--- src/rtl/regfile_dump_engine.sv ---
// Register-file dump engine: walks a (possibly wrapping) register index
// range, reads each register through a combinational read port and hands
// every word to a ready/valid consumer while keeping a running checksum.
module regfile_dump_engine #(
    parameter int DATA_W = 32,
    parameter int ADDR_W = 5
) (
    input  logic              clk,
    input  logic              rst,
    input  logic              start,
    input  logic              abort,
    input  logic [ADDR_W-1:0] firstReg,
    input  logic [ADDR_W-1:0] lastReg,
    output logic [ADDR_W-1:0] raddr,
    input  logic [DATA_W-1:0] rdata,
    output logic              outValid,
    input  logic              outReady,
    output logic [ADDR_W-1:0] outAddr,
    output logic [DATA_W-1:0] outData,
    output logic              busy,
    output logic              done,
    output logic [DATA_W-1:0] checksum
);

    typedef enum logic [1:0] {IDLE, READ, SEND, DONE} state_t;

    state_t            state_q;
    logic [ADDR_W-1:0] cnt_q;
    logic [ADDR_W-1:0] end_q;
    logic [ADDR_W-1:0] out_addr_q;
    logic [DATA_W-1:0] out_data_q;
    logic [DATA_W-1:0] csum_q;
    logic              out_valid_q;
    logic              busy_q;
    logic              done_q;

    logic [ADDR_W-1:0] cnt_d;
    logic [DATA_W-1:0] csum_d;

    // Next counter value wraps naturally at 2^ADDR_W; checksum wraps at 2^DATA_W.
    assign cnt_d  = cnt_q + ADDR_W'(1);
    assign csum_d = csum_q + out_data_q;

    // Dump sequencer: READ captures one word, SEND holds it until accepted.
    // Flag outputs are registered alongside each state transition.
    always_ff @(posedge clk) begin
        if (rst) begin
            state_q     <= IDLE;
            cnt_q       <= '0;
            end_q       <= '0;
            out_addr_q  <= '0;
            out_data_q  <= '0;
            csum_q      <= '0;
            out_valid_q <= 1'b0;
            busy_q      <= 1'b0;
            done_q      <= 1'b0;
        end else begin
            case (state_q)
                IDLE: begin
                    if (start) begin
                        cnt_q   <= firstReg;
                        end_q   <= lastReg;
                        csum_q  <= '0;
                        busy_q  <= 1'b1;
                        state_q <= READ;
                    end
                end
                READ: begin
                    if (abort) begin
                        busy_q  <= 1'b0;
                        state_q <= IDLE;
                    end else begin
                        out_data_q  <= rdata;
                        out_addr_q  <= cnt_q;
                        out_valid_q <= 1'b1;
                        state_q     <= SEND;
                    end
                end
                SEND: begin
                    // Abort wins over a transfer on the same edge.
                    if (abort) begin
                        out_valid_q <= 1'b0;
                        busy_q      <= 1'b0;
                        state_q     <= IDLE;
                    end else if (outReady) begin
                        csum_q      <= csum_d;
                        out_valid_q <= 1'b0;
                        if (cnt_q == end_q) begin
                            done_q  <= 1'b1;
                            state_q <= DONE;
                        end else begin
                            cnt_q   <= cnt_d;
                            state_q <= READ;
                        end
                    end
                end
                DONE: begin
                    done_q  <= 1'b0;
                    busy_q  <= 1'b0;
                    state_q <= IDLE;
                end
                default: begin
                    out_valid_q <= 1'b0;
                    busy_q      <= 1'b0;
                    done_q      <= 1'b0;
                    state_q     <= IDLE;
                end
            endcase
        end
    end

    assign raddr    = cnt_q;
    assign outValid = out_valid_q;
    assign outAddr  = out_addr_q;
    assign outData  = out_data_q;
    assign busy     = busy_q;
    assign done     = done_q;
    assign checksum = csum_q;

endmodule

--- config.mk ---
export PLATFORM = sky130hd
export DESIGN_NAME = regfile_dump_engine
export DESIGN_NICKNAME = d
export VERILOG_FILES = /design/src/rtl/regfile_dump_engine.sv
export SDC_FILE = /design/constraint.sdc
export NUM_CORES = 1
export LEC_CHECK = 0
export CAP_MARGIN = 10
export CORE_MARGIN = 3
export CORE_UTILIZATION = 30
export CTS_CLUSTER_DIAMETER = 40
export DETAILED_ROUTE_END_ITERATION = 8
export MAX_ROUTING_LAYER = met4
export PLACE_DENSITY = 0.63
export SLEW_MARGIN = 20
export SYNTH_ARGS = -nofsm -noshare
export SYNTH_HDL_FRONTEND = slang
export SYNTH_SLANG_ARGS = --single-unit
export TNS_END_PERCENT = 20
--- constraint.sdc ---
create_clock -name clk -period 2.65 [get_ports clk]
set_input_delay 0.6625 -clock clk [delete_from_list [all_inputs] [get_ports clk]]
set_output_delay 0.6625 -clock clk [all_outputs]
set_load 0.005 [all_outputs]
# == After elaboration in Yosys (flattened, before gate mapping) ==
# Index checks and enable logic that the tools add are counted.
# word_totals
regBits,84
in_bits,47
output_inout_bits,77
word_cells,63
# classes
addsub,2
eq_ne,12
muxes,26
n_bitwise,1
reduce_logical,13
# op_table
cell,n
2-to-1 mux 32 bit,3
one-hot mux 32 bit (2 select lines),1
adder 32 bit,1
2-to-1 mux 5 bit,4
inequality test 2 bit (second input constant),6
2-to-1 mux 2 bit,5
one-hot mux 5 bit (2 select lines),1
2-to-1 mux 1 bit,8
one-hot mux 2 bit (4 select lines),1
AND reduction 2 bit,4
AND reduction 4 bit,2
nonzero test 2 bit,3
adder 5 x 1 -> 5 bit (second input constant),1
== test 5 bit,1
AND reduction 5 bit,1
== test 2 bit (second input constant),2
one-hot mux 1 bit (2 select lines),2
inequality test 3 bit (second input constant),1
one-hot mux 1 bit (3 select lines),1
AND reduction 3 bit,1
== test 2 x 1 -> 1 bit (second input constant),1
logical NOT 2 bit,1
inequality test 2 x 1 -> 1 bit (second input constant),1
OR reduction 2 bit,1
NOT 1 bit,1

# == Longest topological paths before layout ==
# logic_depth
depth_word,5
depth_mapped,12
depth_no_buf,12

# == Least setup slack after synthesis ==
# No wires, ideal clock.
# synth_timing
kind,reg2reg
from,"register out_data_q[0], in the netlist outData[0]"
to,"register csum_q[24], in the netlist checksum[24]"
setup_ns,0.117
arrival_time_ns,2.408
required_time_ns,2.533
setup_slack_ns,0.125
stages_incl_launch_ff,13
path_buffers,0
synth_period_minus_slack_ns,2.525
path_cell_list,dfxtp_1 -> ha_1 -> inv_1 -> fa_1 -> nor2b_4 -> o31a_1 -> a2111oi_4 -> o21ai_2 -> a211oi_2 -> nor2_1 -> a31oi_1 -> xnor2_1 -> a22o_1
# synth_between
elab_chain_len,4
# synth_rtl
element,line_no,text
from (decl),31,logic [DATA_W-1:0] out_data_q;
from (signal assigned),73,out_data_q <= rdata;
adder 32 bit,42,assign csum_d = csum_q + out_data_q;
2-to-1 mux 32 bit,85,end else if (outReady) begin
2-to-1 mux 32 bit,81,if (abort) begin
one-hot mux 32 bit (2 select lines),58,case (state_q)
to (signal assigned),86,csum_q <= csum_d;
to (decl),32,logic [DATA_W-1:0] csum_q;
# Every way passes these cells. The select of a mux whose other input is x is not followed.
# A chain may end at the register's enable or synchronous reset.

# == Final worst setup path ==
# layout_timing
from,"register csum_q[0], in the netlist checksum[0]"
to,"register csum_q[26], in the netlist checksum[26]"
# layout_between
elab_chain_len,4
# layout_rtl
element,line_no
adder 32 bit,42
2-to-1 mux 32 bit,85
2-to-1 mux 32 bit,81
one-hot mux 32 bit (2 select lines),58
# Every way passes these cells. The select of a mux whose other input is x is not followed.

==> impl_results.md <==
- Congestion Overflow GR: 0
- Mapped Cells: 583
- Die Y: between 100 and 150 um
- Place WS: -56.80 ps
- Register area: 1685 sq um
- Fin. Hold Viols: 0
- Max clock buf depth: 2
- IO Count: 124
- Clock sink total: 84
- Status: finished with violations
- Critical path's slowest cell: a2111oi_4
- Final worst-path cycle share: 101.2%
- Crit-path max cell delay: 400 ps
- Area delta synth->final: 43.02%
- Ranking of synthesized cells by area: dfxtp_1, ha_1, a21oi_1, nand2_1, xnor2_1
- H-tree levels: 3
- Mapped Area: 4708 sq um
- R2r startpoint: checksum[0]$_SDFFE_PP0P_
- Post-synth top flop: dfxtp_1
- Synth Register Bits: 84
- Mux contribution to synthesized area: 0.6378%
- Largest driver fanout on the critical path: 4
- Xor-xnor portion of the synthesized cell area: under 10%
- Area of the multi-input gates: 2948 sq um
- Most frequent cell after synthesis: nand2_1
- Post-DP HPWL: 10.18 mm
- Nets@finish: 803
- DRT Wirelength: 13.92 mm
- Hold Startpoint: outAddr[4]$_SDFFE_PP0P_
- Period minus WS final: 2682 ps
- RSZ-0062 raised after global routing: yes
- Worst Setup Slack, final: -32.16 ps
- F_max: roughly 370 MHz
- Synth top cells by count: nand2_1, dfxtp_1, a21oi_1
- I/O Buffers: 123
- Pwr/cell area: between 400 and 500 nW/um^2
- EDFF count, synth: 0
- Ys async rst share: 0%
- Skew final: roughly 8.6 ps
- First-pass DRT Iterations: 4
- Leakage Power: between 2 and 3 nW
- Slew HR: 65.05%
- Top delay family on crit path: compound AO/OA/AOI/OAI gates
- Root Buffer: clkbuf_16
- Synth top area share: 35.72%
- Avg WL per Cell: 14.91 um
- R2r setup slk: -30 ps
- Max Cap Viol: 0
- Area leader, netlist: dfxtp_1
- First-pass GRT wire length: 22.68 mm
- Worst-skew pair later-pin latency: 350 ps
- Largest family of logic cells by synthesized area: compound AO/OA/AOI/OAI gates
- Critical path type: flop to flop
- Cell Count, Final, Fillers Out: between 900 and 1000
- Worst Setup EP: checksum[26]$_SDFFE_PP0P_
- Die Footprint: between 15000 and 20000 sq um
- Crit path launch: checksum[0]$_SDFFE_PP0P_
- Avg Cell Area, Syn: 8.076 sq um
- N_diodes: 0
- Reg2Reg Depth: 12
- CORE AREA: 15260 sq um
- Gp weighted congestion: 0.8699
- Syn Nets: 667
- Hold crit path type: flop to flop
- VDD IR max: 0.5077 mV
- Fillers: 1482
- Row Count: 45
- Total global-route track usage: between 15 and 20%
- Post-synthesis simple-gate area fraction: 17.96%
- CTS tree: done
- Vias per inst: 4.939
- Iteration-0 DRC Markers: 248
- Reg-to-reg endpoint: checksum[26]$_SDFFE_PP0P_
- Initial Utilization: 30.86%
- Number of cells on the critical path: 12
- Worst Setup End Kind: flop
- Slew Viols, Final: 0
- Post-Synth Adder-Cell Area: under 10%
- Vias in the first global route: roughly 4500
- TritonCTS Buffers: 9
- Post-synthesis sequential area ratio: 35.72%
- Antenna violations before repair: 0
- Drt drc: 0
- DR vias: 4613
- Share of cells above drive strength 1: 9.820%
- Buffers and inverters on the worst path: 1
- Startpoint Class: flop
- Power after layout: 0.003210 W
- Final Setup Violations: 3
- Synth cell types: 53
- CTS clk-pin slew, worst paths: 60 ps
- Post-synthesis compound-gate area fraction: 26.47%
- Critical path arrival: 2920 ps
- Synth Warn #: 0
- Final core utilization: between 40% and 50%
- Die width: between 100 and 150 um
- Failing checks: negative setup slack
- Inst Count DP: 917
- ANT nets after route: 0
- Largest net degree at the start of global routing: 46
- Worst-path cell chain: ha_4 -> inv_2 -> fa_2 -> nor2b_4 -> o31a_1 -> a2111oi_4 -> o21ai_2 -> a211oi_2 -> nor2_2 -> a31oi_1 -> xnor2_1 -> a22o_1
- Hold Buf Count CTS: 0
- Required @ worst endpoint: 2890 ps
- Least-Margin Pin Slew: 524.2 ps
- Worst Hold Slack: 453.5 ps
-- sequential cells by signal, indices dropped and copies added (netlist names) --
register	count
busy	1
checksum	32
done	1
end_q	5
outAddr	5
outData	32
outValid	1
raddr	5
state_q	2
-- layer usage --
metal	track usage, %	vias to the layer above	wire length [um]
li1	-	2344	-
met1	19.52	2148	6317
met2	27.16	109	6615
met3	5.360	12	781
met4	3.967	0	209
met5	-	-	0
-- what timing repair did --
item / in CTS / in global routing
cloned: 0 / 0
resized for setup: 3 / 16
setup endpoints to repair: 6 / 12
setup buffers: 0 / 2
pin swaps: 4 / 18
-- worst min-delay path, stage by stage (launching register included) --
cell     delay, ps
dfxtp_1        310
nand2_1         50
a21oi_1         50
-- cells in the final DEF, fill, tap and decap left out, types with 3 or more instances in the layout --
cell,count
a22oi_1,14
and3_1,3
dfxtp_2,3
clkdlybuf4s50_1,122
inv_1,14
mux2i_1,3
nand3_1,19
o21ai_0,13
a31oi_1,6
nor2b_1,5
a21oi_1,76
or3_1,4
nor3b_1,3
ha_1,35
nand2b_1,6
o211ai_1,4
a21oi_2,4
nor2_1,45
nand2_1,98
a22o_1,13
buf_4,29
a21o_1,23
xnor2_1,22
xor2_1,9
clkbuf_16,9
dfxtp_1,81
nor3_1,3
o21a_1,9
-- cells by family after synthesis --
| group | Yosys count |
|---|---|
| buf+inv | 43 |
| simple gates | 196 |
| compound gates | 189 |
| flops | 84 |
| mux | 3 |
| fa+ha+maj | 37 |
| xor+xnor | 31 |
-- layout make-up --
type | instances | area share, %
inverter | 15 | 0.8361
clock buffer | 11 | 3.605
multi-input combinational | 456 | 43.78
sequential | 84 | 25.03
timing repair buffer | 153 | 21.74
tap | 211 | 3.920
clock inverter | 4 | 1.096
-- report_power, final --
part	internal (W)	leakage (nW)	switching (W)
clock	0.000846	0.156	0.000507
combinational	0.000247	1.92	0.000245
sequential	0.00131	0.683	0.0000534
total	0.00240	2.76	0.000805
-- through the flow --
stage               TNS, ps  instance area, sq um
finish               -72.56                  6734
global route          -1312                  6734
CTS                       0                  6655
detailed placement   -214.4                  6327
global placement          0                  6327
floorplan                 0                  4708
-- how the worst min path moves through the flow --
stage                                    to  cells after the start
floorplan             end_q[0]$_SDFFE_PP0P_                      2
CTS                 outAddr[4]$_SDFFE_PP0P_                      2
detailed placement  outAddr[4]$_SDFFE_PP0P_                      2
global placement    outAddr[4]$_SDFFE_PP0P_                      2
global route        outAddr[3]$_SDFFE_PP0P_                      2
finish              outAddr[4]$_SDFFE_PP0P_                      2
Note: power is estimated with default switching activity, not from simulation.
